## src/rtl/mau_pkg.sv

```systemverilog
// rtl/mau_pkg.sv - shared op codes, state encoding and helpers for the load/store unit
package mau_pkg;

  localparam logic [2:0] OP_LW  = 3'b000;
  localparam logic [2:0] OP_LH  = 3'b001;
  localparam logic [2:0] OP_LHU = 3'b010;
  localparam logic [2:0] OP_LB  = 3'b011;
  localparam logic [2:0] OP_LBU = 3'b100;
  localparam logic [2:0] OP_SW  = 3'b101;
  localparam logic [2:0] OP_SH  = 3'b110;
  localparam logic [2:0] OP_SB  = 3'b111;

  localparam logic [1:0] S_IDLE     = 2'd0;
  localparam logic [1:0] S_ACCESS   = 2'd1;
  localparam logic [1:0] S_MERGE_WR = 2'd2;
  localparam logic [1:0] S_DONE     = 2'd3;

  typedef enum logic [1:0] {
    ST_IDLE     = S_IDLE,
    ST_ACCESS   = S_ACCESS,
    ST_MERGE_WR = S_MERGE_WR,
    ST_DONE     = S_DONE
  } state_t;

  function automatic logic is_store(input logic [2:0] op);
    return op >= OP_SW;
  endfunction

endpackage

```

## src/rtl/mem_access_unit_byte_lane.sv

```systemverilog
// rtl/mem_access_unit_byte_lane.sv - lane extract/extend, sub-word merge and alignment check
module byte_lane
  import mau_pkg::*;
(
  input  logic [31:0] word,
  input  logic [1:0]  a,
  input  logic [2:0]  op,
  input  logic [31:0] sdata,
  output logic [31:0] load_val,
  output logic [31:0] merged,
  output logic        misalign
);

  logic [7:0]  lane_b;
  logic [15:0] lane_h;

  always_comb begin
    lane_b = word[{a, 3'b000} +: 8];
    lane_h = word[{a[1], 4'b0000} +: 16];

    case (op)
      OP_LW, OP_SW:          misalign = (a != 2'b00);
      OP_LH, OP_LHU, OP_SH:  misalign = a[0];
      default:               misalign = 1'b0;
    endcase

    case (op)
      OP_LH:   load_val = {{16{lane_h[15]}}, lane_h};
      OP_LHU:  load_val = {16'h0000, lane_h};
      OP_LB:   load_val = {{24{lane_b[7]}}, lane_b};
      OP_LBU:  load_val = {24'h000000, lane_b};
      default: load_val = word;
    endcase

    merged = word;
    if (op == OP_SH) begin
      merged[{a[1], 4'b0000} +: 16] = sdata[15:0];
    end else if (op == OP_SB) begin
      merged[{a, 3'b000} +: 8] = sdata[7:0];
    end
  end

endmodule

```

## src/rtl/mem_access_unit.sv

```systemverilog
// rtl/mem_access_unit.sv - multi-cycle load/store unit with read-modify-write sub-word stores
module mem_access_unit
  import mau_pkg::*;
#(
  parameter int AW = 32
) (
  input  logic          clk,
  input  logic          reset,
  input  logic          req,
  input  logic [2:0]    op,
  input  logic [AW-1:0] addr,
  input  logic [31:0]   wdata,
  output logic          busy,
  output logic          done,
  output logic          err,
  output logic [31:0]   rdata,
  output logic [AW-1:0] mem_a,
  output logic          mem_we,
  output logic [31:0]   mem_wd,
  input  logic [31:0]   mem_rd
);

  state_t        state_q, state_d;
  logic [2:0]    op_q, op_d;
  logic [AW-1:0] addr_q, addr_d;
  logic [31:0]   wdata_q, wdata_d;
  logic [31:0]   merged_q, merged_d;
  logic [31:0]   rdata_q, rdata_d;
  logic          err_q, err_d;

  logic [31:0]   lane_load;
  logic [31:0]   lane_merged;
  logic          lane_misalign;

  byte_lane u_lane (
    .word     (mem_rd),
    .a        (addr_q[1:0]),
    .op       (op_q),
    .sdata    (wdata_q),
    .load_val (lane_load),
    .merged   (lane_merged),
    .misalign (lane_misalign)
  );

  always_comb begin
    state_d  = state_q;
    op_d     = op_q;
    addr_d   = addr_q;
    wdata_d  = wdata_q;
    merged_d = merged_q;
    rdata_d  = rdata_q;
    err_d    = err_q;

    case (state_q)
      ST_IDLE: begin
        if (req) begin
          op_d    = op;
          addr_d  = addr;
          wdata_d = wdata;
          err_d   = 1'b0;
          state_d = ST_ACCESS;
        end
      end
      ST_ACCESS: begin
        if (lane_misalign) begin
          err_d   = 1'b1;
          rdata_d = 32'h0;
          state_d = ST_DONE;
        end else if (!is_store(op_q)) begin
          rdata_d = lane_load;
          state_d = ST_DONE;
        end else if (op_q == OP_SW) begin
          state_d = ST_DONE;
        end else begin
          merged_d = lane_merged;
          state_d  = ST_MERGE_WR;
        end
      end
      ST_MERGE_WR: state_d = ST_DONE;
      default:     state_d = ST_IDLE;
    endcase
  end

  always_ff @(posedge clk) begin
    if (reset) begin
      state_q  <= ST_IDLE;
      op_q     <= OP_LW;
      addr_q   <= '0;
      wdata_q  <= 32'h0;
      merged_q <= 32'h0;
      rdata_q  <= 32'h0;
      err_q    <= 1'b0;
    end else begin
      state_q  <= state_d;
      op_q     <= op_d;
      addr_q   <= addr_d;
      wdata_q  <= wdata_d;
      merged_q <= merged_d;
      rdata_q  <= rdata_d;
      err_q    <= err_d;
    end
  end

  assign busy   = (state_q != ST_IDLE);
  assign done   = (state_q == ST_DONE);
  assign err    = done & err_q;
  assign rdata  = rdata_q;
  assign mem_a  = {addr_q[AW-1:2], 2'b00};
  // Reset gates the strobe directly so an abandoned store never reaches memory.
  assign mem_we = !reset && (((state_q == ST_ACCESS) && (op_q == OP_SW) && !lane_misalign)
                             || (state_q == ST_MERGE_WR));
  assign mem_wd = (state_q == ST_MERGE_WR) ? merged_q : wdata_q;

endmodule

```

## config.mk

```make
export PLATFORM = sky130hd
export DESIGN_NAME = mem_access_unit
export DESIGN_NICKNAME = d
export VERILOG_FILES = /design/src/rtl/mau_pkg.sv /design/src/rtl/mem_access_unit_byte_lane.sv /design/src/rtl/mem_access_unit.sv
export SDC_FILE = /design/constraint.sdc
export NUM_CORES = 1
export LEC_CHECK = 0
export BUFFER_PORTS_ARGS = -buffer_cell sky130_fd_sc_hd__buf_4
export CORE_MARGIN = 10
export CORE_UTILIZATION = 40
export CTS_CLUSTER_DIAMETER = 50
export DETAILED_ROUTE_END_ITERATION = 16
export GPL_ROUTABILITY_DRIVEN = 0
export PLACE_DENSITY = 0.76
export SYNTH_ARGS = -nofsm -noshare
export SYNTH_HDL_FRONTEND = slang
export SYNTH_SLANG_ARGS = --single-unit
```

## constraint.sdc

```tcl
create_clock -name clk -period 4.4 [get_ports clk]
set_input_delay 0.44 -clock clk [delete_from_list [all_inputs] [get_ports clk]]
set_output_delay 0.44 -clock clk [all_outputs]
set_load 0.005 [all_outputs]
```

==> impl_metrics.py <==
metrics = {
    "cts": {
        "hold_buffers": 0,
        "clock_latency_ns": 0.42,
        "cts_setup_buffers": 0,
        "cts_resized": 0,
        "cts_tree": "done",
        "cts_buffer_depth": 2,
        "cts-root-buf": "clkbuf_16",
        "htree_levels": 4,
        "clock-sinks": 134,
        "path_clk_slew_ns": 0.06,
        "cts_buffers": 17,
    },
    "routing": {
        "wl_met2_um": 9660,
        "ant_nets": 0,
        "wire_per_inst_um": 18.9,
        "route.vias.total": 6333,
        "drc": 0,
        "drt_iter0_drc": 644,
        "wl_met1_um": 9110,
        "drt-total-wl_um": 21600,
        "vias_per_cell": 5.52,
        "first_pass_iters": 7,
        "top_layer": "met4",
        "wl_met3_um": 2150,
    },
    "logic_synthesis": {
        "synth_cells": 785,
        "yosys_warnings": 0,
        "ys_seq_area_share_pct": 40.6,
        "synth_commonest_cells": "144 x nand2_1, 134 x dfxtp_1, 87 x a21oi_1",
        "yosys_register_bits": 134,
        "yosys.area.top_type": "dfxtp_1",
        "yosys.area.top_type_share_pct": 40.6,
        "synthTopCellsByArea": "dfxtp_1 41%, nand2_1 8.2%, mux2_2 7.0%, a21oi_1 6.6%, buf_4 3.9%",
        "synthDistinctLibCells": 65,
        "synth_ff_type": "dfxtp_1",
        "synth.most_common_cell": "nand2_1",
        "ys_async_sr_fraction_pct": 0,
        "synth-edff-count": 0,
        "syn_avg_cell_area_sq_um": 8.41,
        "synth_area_sq_um": 6600,
    },
    "worst_hold_path": {
        "hold_start": "wdata[16]",
        "hold_depth": 3,
        "min-delay-path-class": "input pin to register",
    },
    "power_and_ir_drop": {
        "peakVddDrop_v": 0.000287,
        "total_leakage_power_uw": 0.00350,
        "powerDensity_nw_per_um2": 554,
    },
    "floorplanning": {
        "dieHeight_um": 148,
        "core_sq_um": 16100,
        "die-area_sq_um": 22000,
        "pin_count": 202,
        "dieWidth_um": 148,
        "initial_utilization_pct": 41.1,
        "std_cell_rows": 46,
    },
    "sta": {
        "period_needed_ns": 3.23,
        "finalCritPeriodShare_pct": 73.3,
        "final-setup-viol-count": 0,
        "hold_slack_ns": 0.269,
        "setup_tns_ns": 0,
        "clock_skew_ns": 0.0105,
        "fmax_mhz": 310,
        "tightest_slew_ns": 1.08,
        "hold_violations": 0,
        "rsz0062_at_grt": "no",
        "final_max_slew_viol_count": 0,
        "relSlewSlack_pct": 28.1,
    },
    "final_layout": {
        "syn2layout_area_growth_pct": 29.3,
        "antenna_cells": 0,
        "utilization_pct": 53.2,
        "final_area_sq_um": 8540,
        "fin_nets": 1032,
        "finalNonFillerCells": 1147,
        "layout-drive-gt1-share_pct": 32.3,
    },
    "critical_path": {
        "worstPathMaxFanout": 25,
        "crit_start": "addr_q[1]$_SDFFE_PP0P_",
        "critPathArrivalTime_ns": 3.57,
        "ff2ff_path_depth": 6,
        "rr_startpoint": "addr_q[1]$_SDFFE_PP0P_",
        "worstPathRequired_ns": 4.74,
        "end_kind": "register",
        "critPathLaunchType": "register",
        "crit_type": "register to register",
    },
    "place": {
        "place_area_sq_um": 7960,
        "hpwl_um": 15500,
        "dpl.cell_count": 1118,
        "port_buffers": 199,
    },
    "status": {
        "status": "finished clean",
    },
    "grt": {
        "grt_overflow_total": 0,
        "grt_start_max_net_pins": 102,
        "grt_pass1_wl_um": 33400,
        "grt_use_total_pct": 18.9,
        "grt_pass1_vias": 6026,
        "antenna_found_initial": 0,
    },
    "job": {
        "drv_cap": 0,
    },
}
-- critical path, cell delays in order (launching register included) --
cell and delay [ns]:
dfxtp_1 0.59, inv_1 0.43, ha_1 0.37, nor4_1 0.11, a2111oi_4 0.85, o211ai_2 0.52, o2bb2ai_1 0.26
-- state kept, by name, indices dropped and copies added, names as in the netlist --
name,count
err_q,1
wdata_q,32
merged_q,32
state_q,2
op_q,3
addr_q,32
rdata,32
-- layout make-up --
class | count | area [sq um]
Multi-Input combinational cell | 545 | 3390
Inverter | 16 | 60.1
Fill cell | 1501 | 7520
Timing Repair Buffer | 207 | 1550
Clock buffer | 22 | 484
Clock inverter | 7 | 96.3
Tap cell | 216 | 270
Sequential cell | 134 | 2680
-- kinds of logic (layout without fill, tap and decap cells) --
family | count (synthesis) | count (layout) | synth area share (%)
adder cells (fa/ha/maj) | 9 | 9 | 1.71
flip-flops | 134 | 134 | 40.6
XOR/XNOR | 2 | 2 | 0.265
AO/OA/AOI/OAI | 217 | 217 | 22.8
multiplexers | 46 | 46 | 7.94
buffers and inverters | 107 | 252 | 8.24
other | 1 | 2 | 0.0568
AND/OR/NAND/NOR | 269 | 269 | 18.3
-- per-stage QoR --
step | power, uW | setup slack [ns]
after global routing | 5000 | 0.931
final | 4730 | 1.17
after floorplan | 2690 | 2.27
after global placement | 3320 | 1.28
after CTS | 4760 | 1.20
after detailed placement | 3340 | 1.20
-- where the power goes --
group	internal [uW]	switching [uW]
clock network	886	525
logic	765	898
registers	1450	204
total	3100	1630
-- per-layer routing --
metal	vias to the layer above	global-route usage (%)
li1	3029	-
met1	2931	23.9
met2	316	29.0
met3	57	6.55
met4	0	7.19
met5	-	0
-- worst paths after layout --
kind	slack (ns)	end
worst max register to register	1.17	rdata[27]$_SDFFE_PP0P_
worst min register to register	0.45	wdata_q[16]$_SDFFE_PP0P_
worst max-delay path	1.17	rdata[27]$_SDFFE_PP0P_
worst min-delay path	0.27	wdata_q[16]$_SDFFE_PP0P_
-- layout by cell type (no fill, tap or decap), types with 3 or more instances in the layout --
cell,instances
buf_4,207
o2bb2ai_1,24
ha_1,9
clkinvlp_4,3
mux2_2,41
nand3b_1,3
nor3_1,19
o21a_1,8
or3_1,7
nand2b_1,6
nand3_1,5
a21oi_1,87
a211oi_1,12
o32ai_1,8
inv_1,14
nor2_1,55
a221oi_1,16
mux2i_1,4
clkbuf_16,17
o21ai_0,16
or2_2,6
a32o_1,8
o21ai_1,5
nand2_1,143
dfxtp_1,134
a222oi_1,8
clkbuf_8,4
a31o_2,6
Power figures use the tool's default switching activity.
